File: config.mk
export PLATFORM = sky130hd
export DESIGN_NAME = alu_exec_ctrl_flat
export DESIGN_NICKNAME = d
export VERILOG_FILES = /design/src/rtl/alu_pkg.sv /design/src/rtl/alu_exec_ctrl_if.sv /design/src/rtl/regfile_4x8.sv /design/src/rtl/alu_exec_ctrl.sv /design/src/flat_wrapper.sv
export SDC_FILE = /design/constraint.sdc
export NUM_CORES = 1
export LEC_CHECK = 0
export ABC_AREA = 1
export CAP_MARGIN = 0
export CORE_AREA = 5 5 102 104
export CTS_CLUSTER_SIZE = 28
export DETAILED_ROUTE_END_ITERATION = 8
export DIE_AREA = 0 0 107 109
export GPL_TIMING_DRIVEN = 0
export PLACE_DENSITY_LB_ADDON = 0.12
export SYNTH_ARGS = -nofsm -noshare
export SYNTH_HDL_FRONTEND = slang
export SYNTH_HIERARCHICAL = 1
export SYNTH_SLANG_ARGS = --single-unit
export TNS_END_PERCENT = 20
File: constraint.sdc
create_clock -name clk -period 7.1 [get_ports clk]
set_input_delay 0.71 -clock clk [delete_from_list [all_inputs] [get_ports clk]]
set_output_delay 0.71 -clock clk [all_outputs]
set_load 0.02 [all_outputs]
File: src/rtl/alu_pkg.sv
// Shared definitions for the ALU sequencing stage:
// opcodes, FSM state encoding and instruction field positions.
package alu_pkg;

    localparam logic [2:0] OP_ADD = 3'b000;
    localparam logic [2:0] OP_ADC = 3'b001;
    localparam logic [2:0] OP_SUB = 3'b010;
    localparam logic [2:0] OP_MUL = 3'b011;
    localparam logic [2:0] OP_AND = 3'b100;
    localparam logic [2:0] OP_OR  = 3'b101;
    localparam logic [2:0] OP_NOT = 3'b110;
    localparam logic [2:0] OP_XOR = 3'b111;

    localparam int OP_MSB = 7;
    localparam int OP_LSB = 5;
    localparam int RD_MSB = 4;
    localparam int RD_LSB = 3;
    localparam int RS_MSB = 2;
    localparam int RS_LSB = 1;
    localparam int WBEN   = 0;

    typedef enum logic [1:0] {
        S_IDLE = 2'd0,
        S_DEC  = 2'd1,
        S_EXEC = 2'd2,
        S_WB   = 2'd3
    } state_t;

endpackage

File: src/rtl/alu_exec_ctrl_if.sv
// Instruction channel: valid/ready handshake carrying an 8-bit instruction.
// master offers instructions, slave (the sequencer) accepts them.
interface alu_exec_ctrl_if;

    logic       instr_valid;
    logic       instr_ready;
    logic [7:0] instr;

    modport master (
        output instr_valid,
        output instr,
        input  instr_ready
    );

    modport slave (
        input  instr_valid,
        input  instr,
        output instr_ready
    );

endinterface

File: src/rtl/regfile_4x8.sv
// Register file with two asynchronous read ports and one synchronous
// write port; reset clears every entry.
module regfile_4x8 #(
    parameter int DATA_W = 8,
    parameter int NREGS  = 4
) (
    input  logic              clk,
    input  logic              reset,
    input  logic              we,
    input  logic [1:0]        waddr,
    input  logic [DATA_W-1:0] wdata,
    input  logic [1:0]        raddr_a,
    input  logic [1:0]        raddr_b,
    output logic [DATA_W-1:0] rdata_a,
    output logic [DATA_W-1:0] rdata_b
);

    logic [DATA_W-1:0] mem [NREGS];

    assign rdata_a = mem[raddr_a];
    assign rdata_b = mem[raddr_b];

    // Write port; reset wins over any pending write.
    always_ff @(posedge clk) begin
        if (reset) begin
            for (int i = 0; i < NREGS; i++) mem[i] <= '0;
        end else if (we) begin
            mem[waddr] <= wdata;
        end
    end

endmodule

File: src/rtl/alu_exec_ctrl.sv
// Sequencer in front of the 8-bit ALU: accept, read operands, execute,
// capture result/flags, write back. One instruction every four cycles.
import alu_pkg::*;

module alu_exec_ctrl #(
    parameter int DATA_W = 8,
    parameter int NREGS  = 4
) (
    input  logic              clk,
    input  logic              reset,
    alu_exec_ctrl_if.slave    instr_if,
    input  logic              ld_valid,
    input  logic [1:0]        ld_addr,
    input  logic [DATA_W-1:0] ld_data,
    output logic [DATA_W-1:0] alu_Ain,
    output logic [DATA_W-1:0] alu_Bin,
    output logic              alu_Carryin,
    output logic [2:0]        alu_op_sel,
    input  logic [DATA_W-1:0] alu_out,
    input  logic              alu_Carryout,
    output logic [DATA_W-1:0] result,
    output logic              carry_flag,
    output logic              zero_flag,
    output logic              done,
    output logic              busy
);

    state_t state, state_n;

    logic [7:0]        instr_q;
    logic [1:0]        rd, rs;
    logic              wb_en;
    logic              rf_we;
    logic [1:0]        rf_waddr;
    logic [DATA_W-1:0] rf_wdata;
    logic [DATA_W-1:0] rf_a, rf_b;
    logic              accept;

    assign rd    = instr_q[RD_MSB:RD_LSB];
    assign rs    = instr_q[RS_MSB:RS_LSB];
    assign wb_en = instr_q[WBEN];

    regfile_4x8 #(
        .DATA_W (DATA_W),
        .NREGS  (NREGS)
    ) u_rf (
        .clk     (clk),
        .reset   (reset),
        .we      (rf_we),
        .waddr   (rf_waddr),
        .wdata   (rf_wdata),
        .raddr_a (rd),
        .raddr_b (rs),
        .rdata_a (rf_a),
        .rdata_b (rf_b)
    );

    // State register.
    always_ff @(posedge clk) begin
        if (reset) state <= S_IDLE;
        else       state <= state_n;
    end

    // Next state, handshake and the shared RF write-port mux.
    always_comb begin
        state_n              = state;
        instr_if.instr_ready = 1'b0;
        accept               = 1'b0;
        rf_we                = 1'b0;
        rf_waddr             = ld_addr;
        rf_wdata             = ld_data;
        done                 = 1'b0;
        busy                 = 1'b1;
        unique case (state)
            S_IDLE: begin
                busy                 = 1'b0;
                instr_if.instr_ready = ~ld_valid;
                if (ld_valid) begin
                    rf_we = 1'b1;
                end else if (instr_if.instr_valid) begin
                    accept  = 1'b1;
                    state_n = S_DEC;
                end
            end
            S_DEC:  state_n = S_EXEC;
            S_EXEC: state_n = S_WB;
            S_WB: begin
                done     = 1'b1;
                rf_we    = wb_en;
                rf_waddr = rd;
                rf_wdata = result;
                state_n  = S_IDLE;
            end
            default: state_n = S_IDLE;
        endcase
    end

    // Datapath registers: instruction latch, ALU inputs, result and flags.
    always_ff @(posedge clk) begin
        if (reset) begin
            instr_q     <= '0;
            alu_Ain     <= '0;
            alu_Bin     <= '0;
            alu_Carryin <= 1'b0;
            alu_op_sel  <= OP_ADD;
            result      <= '0;
            carry_flag  <= 1'b0;
            zero_flag   <= 1'b0;
        end else begin
            if (accept) instr_q <= instr_if.instr;
            if (state == S_DEC) begin
                alu_Ain     <= rf_a;
                alu_Bin     <= rf_b;
                alu_op_sel  <= instr_q[OP_MSB:OP_LSB];
                alu_Carryin <= carry_flag;
            end
            if (state == S_EXEC) begin
                result     <= alu_out;
                carry_flag <= alu_Carryout;
                zero_flag  <= (alu_out == '0);
            end
        end
    end

endmodule
File: src/flat_wrapper.sv
// flat-port wrapper written by rule: the top's interface ports become plain ports
module alu_exec_ctrl_flat 
#(
    parameter int DATA_W = 8,
    parameter int NREGS  = 4
)
  (clk, reset, ld_valid, ld_addr, ld_data, alu_Ain, alu_Bin, alu_Carryin, alu_op_sel, alu_out, alu_Carryout, result, carry_flag, zero_flag, done, busy, instr_if_instr_valid, instr_if_instr, instr_if_instr_ready);
  alu_exec_ctrl_if instr_if_i ();
  input  logic clk;
  input  logic reset;
  input  logic ld_valid;
  input  logic [1:0] ld_addr;
  input  logic [DATA_W-1:0] ld_data;
  output logic [DATA_W-1:0] alu_Ain;
  output logic [DATA_W-1:0] alu_Bin;
  output logic alu_Carryin;
  output logic [2:0] alu_op_sel;
  input  logic [DATA_W-1:0] alu_out;
  input  logic alu_Carryout;
  output logic [DATA_W-1:0] result;
  output logic carry_flag;
  output logic zero_flag;
  output logic done;
  output logic busy;
  input wire logic [$bits(instr_if_i.instr_valid)-1:0] instr_if_instr_valid;
  input wire logic [$bits(instr_if_i.instr)-1:0] instr_if_instr;
  output wire logic [$bits(instr_if_i.instr_ready)-1:0] instr_if_instr_ready;
  assign instr_if_i.instr_valid = instr_if_instr_valid;
  assign instr_if_i.instr = instr_if_instr;
  assign instr_if_instr_ready = instr_if_i.instr_ready;
  alu_exec_ctrl #(.DATA_W(DATA_W), .NREGS(NREGS)) u_core (.clk(clk), .reset(reset), .instr_if(instr_if_i), .ld_valid(ld_valid), .ld_addr(ld_addr), .ld_data(ld_data), .alu_Ain(alu_Ain), .alu_Bin(alu_Bin), .alu_Carryin(alu_Carryin), .alu_op_sel(alu_op_sel), .alu_out(alu_out), .alu_Carryout(alu_Carryout), .result(result), .carry_flag(carry_flag), .zero_flag(zero_flag), .done(done), .busy(busy));
endmodule
Yosys cells after proc, flatten, opt, wreduce, memory -nomap -nowiden. Memories as Yosys holds them, arrays and structs flattened. A register that Yosys moved wholly into a read port is not among the register bits. Index checks and enable logic that the tools add are counted.

Bits of input ports: 31. Logic and storage cells: 39. Register bits after elaboration: 24. Output and inout port bits: 33. Memories: 1. Bits in writable memories: 32.

Multiplexer cells: 21. Reduce and logical (&&, ||, !) cells: 4. Equal/unequal tests: 5. Bitwise gates (word level): 1.

Memory list: u_core.u_rf.mem (depth 4, width 8, read ports 2, clocked after memory_dff 2, write ports 4, RTL line regfile_4x8.sv:18) `logic [DATA_W-1:0] mem [NREGS];`.

Operator list (count): $mux W8 (2); $mux W1 (13); $logic_not A8 Y1 (1); $mux W2 (4); $pmux W2 S4 (1); $reduce_or A8 Y1 (1); $eq A2 B2 Y1 const B (2); $ne A2 B2 Y1 const B (2); $eq A2 B1 Y1 const B (1); $logic_not A2 Y1 (1); $pmux W1 S2 (1); $reduce_and A2 Y1 (1); $not A1 Y1 (1).

Depth between registers and ports, before layout. Gate-level depths: netlist of run 1.

Depth in word-level cells: 7. Gate-level depth with buffers: 8. Gate-level depth less buffers: 8.

Hierarchy. The synthesis of run 1 kept the hierarchy.

By module, submodules not included: regfile_4x8 (sequential area each 960.9 um^2, cells an instance 243, times used 1, area an instance 1885.6 um^2); alu_exec_ctrl (sequential area each 800.8 um^2, cells an instance 206, times used 1, area an instance 1650.3 um^2).

Least setup slack after synthesis of run 1. OpenSTA, ideal clock, no wires.

Path type: register to register. Start: register u_core.state[0]. End: memory u_core.u_rf.mem[2][0], enable pin. Required time: 6716 ps. Cell stages (with the launch flop): 7. Period minus slack after synthesis: 2570 ps. Setup time: 384 ps. Data arrival time: 2186 ps. Setup slack: 4530 ps. Cell sequence: dfxtp_1 ha_1 buf_2 mux2_2 inv_1 nand2_2 o21ai_0.

RTL lines: from (decl) (RTL line alu_exec_ctrl.sv:28) `state_t state, state_n;`; from (signal assigned) (RTL line alu_exec_ctrl.sv:61) `else state <= state_n;`; to (decl) (RTL line regfile_4x8.sv:18).

==> summary.md, run 1 <==
| Metric | Value |
|---|---|
| Status | `complete, no violations` |
| Clk_lat worst skew | `~0.34 ns` |
| Cells on worst reg2reg path | `6` |
| Pin count of the biggest net entering global routing | `14` |
| DRC | `0` |
| Peak supply drop | `0.000147 V` |
| Fin nets | `approximately 560` |
| Synth cell count leaders | `nand2_1, nor2_1, inv_1, nand3_1, dfxtp_1` |
| Num ports | `64` |
| Share of Yosys cell area claimed by the top area cell type | `between 20% and 30%` |
| Setup_tns | `0 ns` |
| RSZ-0062 raised after global routing | `false` |
| Post-synth EDFFs | `32` |
| CP Capture Type | `flop` |
| Tmin final | `2.92 ns` |
| Cells along the critical path | `clkdlybuf4s50_1 > nand2_1 > a21oi_1 > inv_2 > o21ai_0` |
| CP required | `roughly 7 ns` |
| Max Buffers Root-to-Sink | `2` |
| Sink Count | `72` |
| Synthesized area | `about 3500 um2` |
| Mapped Nets | `484` |
| Initial Util | `around 37%` |
| Cell Pwr Density | `roughly 330 nW/um2` |
| Comb power frac | `roughly 39%` |
| Hold-fix buffers, CTS | `0` |
| Post-synthesis sequential area ratio | `49.8%` |
| Htree depth | `3` |
| CTS tree | `done` |
| Post-Syn Area per Cell | `7.88 um2` |
| Worst Hold Depth | `2` |
| Relative slew slack | `25.1%` |
| Antenna cells | `0` |
| Cells after Synth | `449` |
| Most numerous cell in the Yosys netlist | `nand2_1` |
| #FFs+latches synth | `around 70` |
| Max_cap viols | `0` |
| Switch share | `a little under two fifths` |
| Die height | `109 um` |
| Cell area after layout | `4490 um2` |
| Synth warnings | `6` |
| Overall Global Routing Usage | `between 15 and 20%` |
| Num rows | `36` |
| Psw | `0.549 mW` |
| Final wirelength | `9110 um` |
| Worst path slowest cell | `o21ai_0` |
| Global-route wire length before repair | `14500 um` |
| Critical Path Source Type | `primary input` |
| GRT overflow | `0` |
| Post-synthesis cell type count | `24` |
| Fmax | `0.342 GHz` |
| Period utilization | `41.2%` |
| Synthesis-to-layout area growth | `27.1%` |
| Post_cts resized | `0` |
| Vias per cell | `4.72` |
| Setup violators final | `0` |
| Crit Path Category | `in2reg` |
| Top area cells in the synthesized netlist | `edfxtp_1, dfxtp_1, nand2_1` |
| Final hold vios | `0` |
| Post-DR wirelength/cell | `14.2 um` |
| Max stage delay on crit path | `0.89 ns` |
| I/O Buffers | `62` |
| Worst hold path class | `reg2reg` |
| Root Driver | `clkbuf_8` |
| Die X-Extent | `107 um` |
| Critical Path AT | `2.87 ns` |
| Clock share of power | `between 20% and 30%` |
| Share of cells above drive strength 1 | `around 11%` |
| Initial antenna violation count | `0` |
| Post-CTS setup buffers | `0` |
| Tot Pwr | `1.49 mW` |
| Initial DRC Count | `roughly 170` |
| Synth Flop Type | `dfxtp_1` |
| Placed instance area | `4300 um2` |
| Slew @ Worst Pin | `1.11 ns` |
| Skew final | `approximately 0.015 ns` |
| Clk slew on worst S/H paths | `~0.080 ns` |
| Internal power | `0.936 mW` |
| Detailed Routing Iterations Pass 1 | `4` |
| DP Wirelength | `~6900 um` |
| Cell taking the most area after synthesis | `edfxtp_1` |
| Die ar. | `11700 um2` |
| Max Slew Vio Count | `0` |
| Number of routed nets with antenna violations | `0` |
| RD Place Congestion | `0.890` |
| Ys async rst share | `0%` |
| Core area | `roughly 9500 um2` |
| Vias after detailed routing | `3025` |
| CTS buffer count | `9` |
| Number of global-route vias before repair | `2857` |
| Max FO, Critical Path | `8` |
| Seq pwr share | `39.7%` |
| Leak | `2.02 nW` |
-- power by group through the flow --
stage / Sequential (mW) / Clock (mW) / Combinational [mW]
5_1_grt: 0.603 / 0.354 / 0.630
6_report: 0.589 / 0.321 / 0.575
2_1_floorplan: 0.670 / 0 / 0.260
4_1_cts: 0.590 / 0.331 / 0.580
3_5_place_dp: 0.599 / 0 / 0.577
3_3_place_gp: 0.597 / 0 / 0.575
-- through the flow --
| step | instances | setup WS [ns] | util [%] | hold slack, ns |
|---|---|---|---|---|
| 3_3_place_gp | 625 | 3.85 | 45.4 | 0.451 |
| 4_1_cts | 641 | 4.14 | 47.5 | 0.465 |
| 5_1_grt | 641 | 4.00 | 47.5 | 0.496 |
| 6_report | 641 | 4.18 | 47.5 | 0.462 |
| 2_1_floorplan | 449 | 4.53 | - | 0.436 |
| 3_5_place_dp | 625 | 3.82 | 45.4 | 0.453 |
-- worst max-delay path, delay by kind of cell --
family / cells / cell delay [ns]
AO/OA/AOI/OAI: 2 / 1.33
AND/OR/NAND/NOR: 1 / 0.10
buffers and inverters: 2 / 0.73
-- sequential cells by signal, indices dropped and copies added (netlist names) --
name and flops:
u_core/zero_flag 1, u_core/result 8, u_core/alu_Carryin 1, u_core/alu_Bin 8, u_core/u_rf/mem 32, u_core/alu_Ain 8, u_core/alu_op_sel 3, u_core/instr_q 8
u_core/state 2, u_core/carry_flag 1
-- cell usage in the layout (no fill, tap or decap), types with 2 or more instances in the layout --
master	n
buf_6	3
inv_2	6
dfxtp_1	40
mux2_2	10
nand3_1	41
nor2_1	75
nor3_1	8
nand3_4	2
edfxtp_1	32
buf_4	4
clkbuf_8	9
o21ai_0	31
inv_1	57
ha_1	4
clkdlybuf4s50_1	62
clkbuf_2	2
clkinvlp_4	3
nand2_1	99
a21oi_1	17
buf_2	10
nand2_4	2
-- logic make-up after synthesis --
group                    after synthesis  synth area share (%)
AO/OA/AOI/OAI                         50                  7.18
adder cells (fa/ha/maj)                4                  1.42
buffers and inverters                 83                  10.3
flip-flops                            72                  49.8
multiplexers                          10                  3.18
AND/OR/NAND/NOR                      230                  28.1
-- routing by layer --
| metal | GRT usage (%) | up-vias | wire length [um] |
|---|---|---|---|
| met1 | 22.0 | 1353 | 4300 |
| met3 | 4.03 | 9 | 540 |
| met4 | 5.21 | 0 | 124 |
| met5 | 0 | - | 0 |
| met2 | 25.3 | 99 | 4140 |
| li1 | - | 1564 | - |
-- layout make-up --
class / count / area (um2)
repair buffers: 62 / 621
plain buffers: 20 / 128
inverters: 63 / 236
clock inverters: 7 / 70.1
flip-flops and latches: 72 / 1760
well taps: 114 / 143
fillers: 953 / 4970
clock buffers: 9 / 124
multi-input cells: 294 / 1410
-- worst paths after layout --
path,start,end,slack [ns]
setup / recovery,ld_valid,u_core/u_rf/mem[2][4]$_SDFFCE_PN0P_,4.18
hold / removal,u_core/instr_q[2]$_SDFFE_PP0P_,u_core/instr_q[2]$_SDFFE_PP0P_,0.46
setup reg to reg,u_core/state[0]$_SDFFE_PP0P_,u_core/u_rf/mem[2][4]$_SDFFCE_PN0P_,4.24
hold reg to reg,u_core/instr_q[2]$_SDFFE_PP0P_,u_core/instr_q[2]$_SDFFE_PP0P_,0.46
(Power assumes the default switching activity.)
==> inputs of run 2 (changes only) <==
==> constraint.sdc (replaced) <==
create_clock -name clk -period 2.35 [get_ports clk]
set_input_delay 0.235 -clock clk [delete_from_list [all_inputs] [get_ports clk]]
set_output_delay 0.235 -clock clk [all_outputs]
set_load 0.02 [all_outputs]
==> run 2 against run 1 <==
  * Combinational power grew to 3.1 times the previous value
  * Non-clock buffer count stayed put
  * Register-to-register slack worse by 4.1 ns
  * Final cell count stayed put
  * Largest power group unchanged
  * Core utilization is 0.63 points higher
  * Hold slack worse by 0.23 ns
==> summary.md, run 2 (synthesized netlist as in run 1, its figures left out) <==
| Metric | Value |
|---|---|
| Hold Startpoint | `instr_if_instr_valid` |
| Share of cells above drive strength 1 | `11.8% (+0.76 points)` |
| Clk slew on worst S/H paths | `0.08 ns (about the same)` |
| RSZ-0062 raised after global routing | `false` |
| Leak | `2.05 nW (+1.4%)` |
| Critical R2R Launch | `u_core/state[1]$_SDFFE_PP0P_` |
| Commonest non-fill, non-tap cell in the layout | `nand2_1` |
| Biggest register | `u_core/u_rf/mem` |
| Hold-fix buffers, CTS | `0 (unchanged)` |
| Worst Hold Depth | `3 (+1)` |
| Num rows | `36 (unchanged)` |
| DRC | `0 (unchanged)` |
| I/O Buffers | `62 (unchanged)` |
| Commonest non-fill, non-tap cells in the layout | `nand2_1, nor2_1, clkdlybuf4s50_1, inv_1, nand3_1` |
| Final wirelength | `9320 um (+2.3%)` |
| Tot Pwr | `4.69 mW (+220%)` |
| Global-route wire length before repair | `15400 um (+6.1%)` |
| Final core occ | `48.1% (+0.63 points)` |
| Peak supply drop | `0.000415 V (+180%)` |
| Skew final | `0.00997 ns (-0.00469 ns)` |
| Root Driver | `clkbuf_8` |
| DP Wirelength | `6970 um (+1.5%)` |
| Relative slew slack | `68.1% (+43 points)` |
| GRT overflow | `0 (unchanged)` |
| Placed instance area | `4300 um2 (about the same)` |
| Vias per cell | `4.78 (+1.2%)` |
| Critical Path Source Type | `flop` |
| Num ports | `64 (unchanged)` |
| Critical Path AT | `2.21 ns (-0.66 ns)` |
| Clk_lat worst skew | `0.34 ns (about the same)` |
| Cells on worst reg2reg path | `6 (unchanged)` |
| Initial DRC Count | `176 (+2.3%)` |
| Htree depth | `3 (unchanged)` |
| Slew @ Worst Pin | `0.478 ns (-0.633 ns)` |
| Antenna cells | `0 (unchanged)` |
| Max_cap viols | `0 (unchanged)` |
| Cells along the critical path | `ha_1 > clkbuf_4 > mux2_2 > inv_1 > nand2_2 > o21ai_4` |
| Tmin final | `between 2 and 2.5 ns` |
| Post-DR wirelength/cell | `14.5 um (+2.3%)` |
| Max FO, Critical Path | `10 (+2)` |
| Sink Count | `72 (unchanged)` |
| Final non-filler cell total | `641 (unchanged)` |
| Post-CTS setup buffers | `0 (unchanged)` |
| Initial Util | `37.4% (unchanged)` |
| Number of global-route vias before repair | `3078 (+7.7%)` |
| Fmax | `0.456 GHz` |
| Fin nets | `557 (unchanged)` |
| Fin Hold WS | `0.234 ns (-0.228 ns)` |
| Die X-Extent | `107 um (unchanged)` |
| Max stage delay on crit path | `0.40 ns (-0.49 ns)` |
| Vias after detailed routing | `3062 (+1.2%)` |
| CP Capture Type | `flop` |
| Final hold vios | `0 (unchanged)` |
| R2r setup slk | `0.16 ns (-4.08 ns)` |
| Number of instances in the placed design | `625 (unchanged)` |
| Hold EP | `u_core/instr_q[6]$_SDFFE_PP0P_` |
| Worst hold path class | `in2reg` |
| Max reg flops | `32 (unchanged)` |
| Initial antenna violation count | `0 (unchanged)` |
| Synthesis-to-layout area growth | `28.8%` |
| Detailed Routing Iterations Pass 1 | `5 (+1)` |
| Max Slew Vio Count | `0 (unchanged)` |
| CP required | `2.37 ns (-4.68 ns)` |
| Reg-to-Reg End | `u_core/u_rf/mem[2][7]$_SDFFCE_PN0P_` |
| Crit Path Category | `reg2reg` |
| Cell area after layout | `4550 um2 (+1.3%)` |
| Period utilization | `93.4%` |
| Cell Pwr Density | `1030 nW/um2 (+210%)` |
| Max Buffers Root-to-Sink | `2 (unchanged)` |
| Die height | `109 um (unchanged)` |
| Status | `complete, no violations` |
| RD Place Congestion | `0.870 (-2.1%)` |
| Pin count of the biggest net entering global routing | `13 (-1)` |
| CTS buffer count | `9 (unchanged)` |
| CP Buf/Inv Count | `2 (unchanged)` |
| CP delay by family, top | `multiplexers` |
| Die ar. | `11700 um2 (unchanged)` |
| Worst path slowest cell | `mux2_2` |
| Setup violators final | `0 (unchanged)` |
| Core area | `9460 um2 (unchanged)` |
| CTS tree | `done` |
| Overall Global Routing Usage | `17.0% (+0.78 points)` |
| Number of routed nets with antenna violations | `0 (unchanged)` |
-- run 2: cell count changes in the layout (fill, tap and decap cells not counted), moves of 2 or more --
cell / delta
nand2_1: -2
clkinvlp_4: -3
clkbuf_1: +2
nand2_2: +2
-- run 2: timing repair --
action	CTS	global route
pin swaps	0	1
setup endpoints to repair	16	24
resized for setup	1	5
-- run 2: final cells by class --
type                            instances  area (um2)
Fill cell                             963        4910
Sequential cell                        72        1760
Multi-Input combinational cell        294        1430
Timing Repair Buffer                   62         621
Inverter                               63         236
Clock buffer                           12         156
Tap cell                              114         143
Buffer                                 20         130
Clock inverter                          4        73.8
-- run 2: worst register-to-register path, delay by kind of cell (launching register included) --
family | cells | cell delay (ns)
compound gates | 1 | 0.32
mux | 1 | 0.40
buf+inv | 2 | 0.38
fa+ha+maj | 1 | 0.22
simple gates | 1 | 0.16
flops | 1 | 0.39
-- run 2: metal layers --
layer	vias to the layer above	share of wire (%)	routed length, um	track usage (%)
met3	20	6.1	569	3.14
met2	117	44	4110	26.3
li1	1569	-	-	-
met4	0	2.8	264	8.40
met5	-	0	0	0
met1	1356	47	4380	22.8
-- run 2: metrics by stage --
stage               TNS [ns]  worst slack [ns]
global placement       -1.36           -0.0902
finish                     0             0.156
global route               0            0.0294
floorplan                  0             0.155
CTS                        0            0.0126
detailed placement     -2.25            -0.143
-- run 2: worst max path at each step --
stage	start	endpoint	slack (ns)	depth (start not counted)
floorplan	u_core/state[0]$_SDFFE_PP0P_	u_core/u_rf/mem[0][0]$_SDFFCE_PN0P_	0.15	8
global route	u_core/state[1]$_SDFFE_PP0P_	u_core/u_rf/mem[2][7]$_SDFFCE_PN0P_	0.03	6
global placement	ld_valid	u_core/u_rf/mem[0][1]$_SDFFCE_PN0P_	-0.09	7
detailed placement	ld_valid	u_core/u_rf/mem[1][3]$_SDFFCE_PN0P_	-0.14	7
finish	u_core/state[1]$_SDFFE_PP0P_	u_core/u_rf/mem[2][7]$_SDFFCE_PN0P_	0.16	6
CTS	u_core/state[0]$_SDFFE_PP0P_	u_core/u_rf/mem[1][6]$_SDFFCE_PN0P_	0.01	8
-- run 2: report_power, final --
group	switching [mW]	total, mW	internal, mW
Clock	0.478	1.14	0.666
Sequential	0.153	1.78	1.62
Combinational	1.04	1.77	0.723
Total	1.67	4.69	3.01
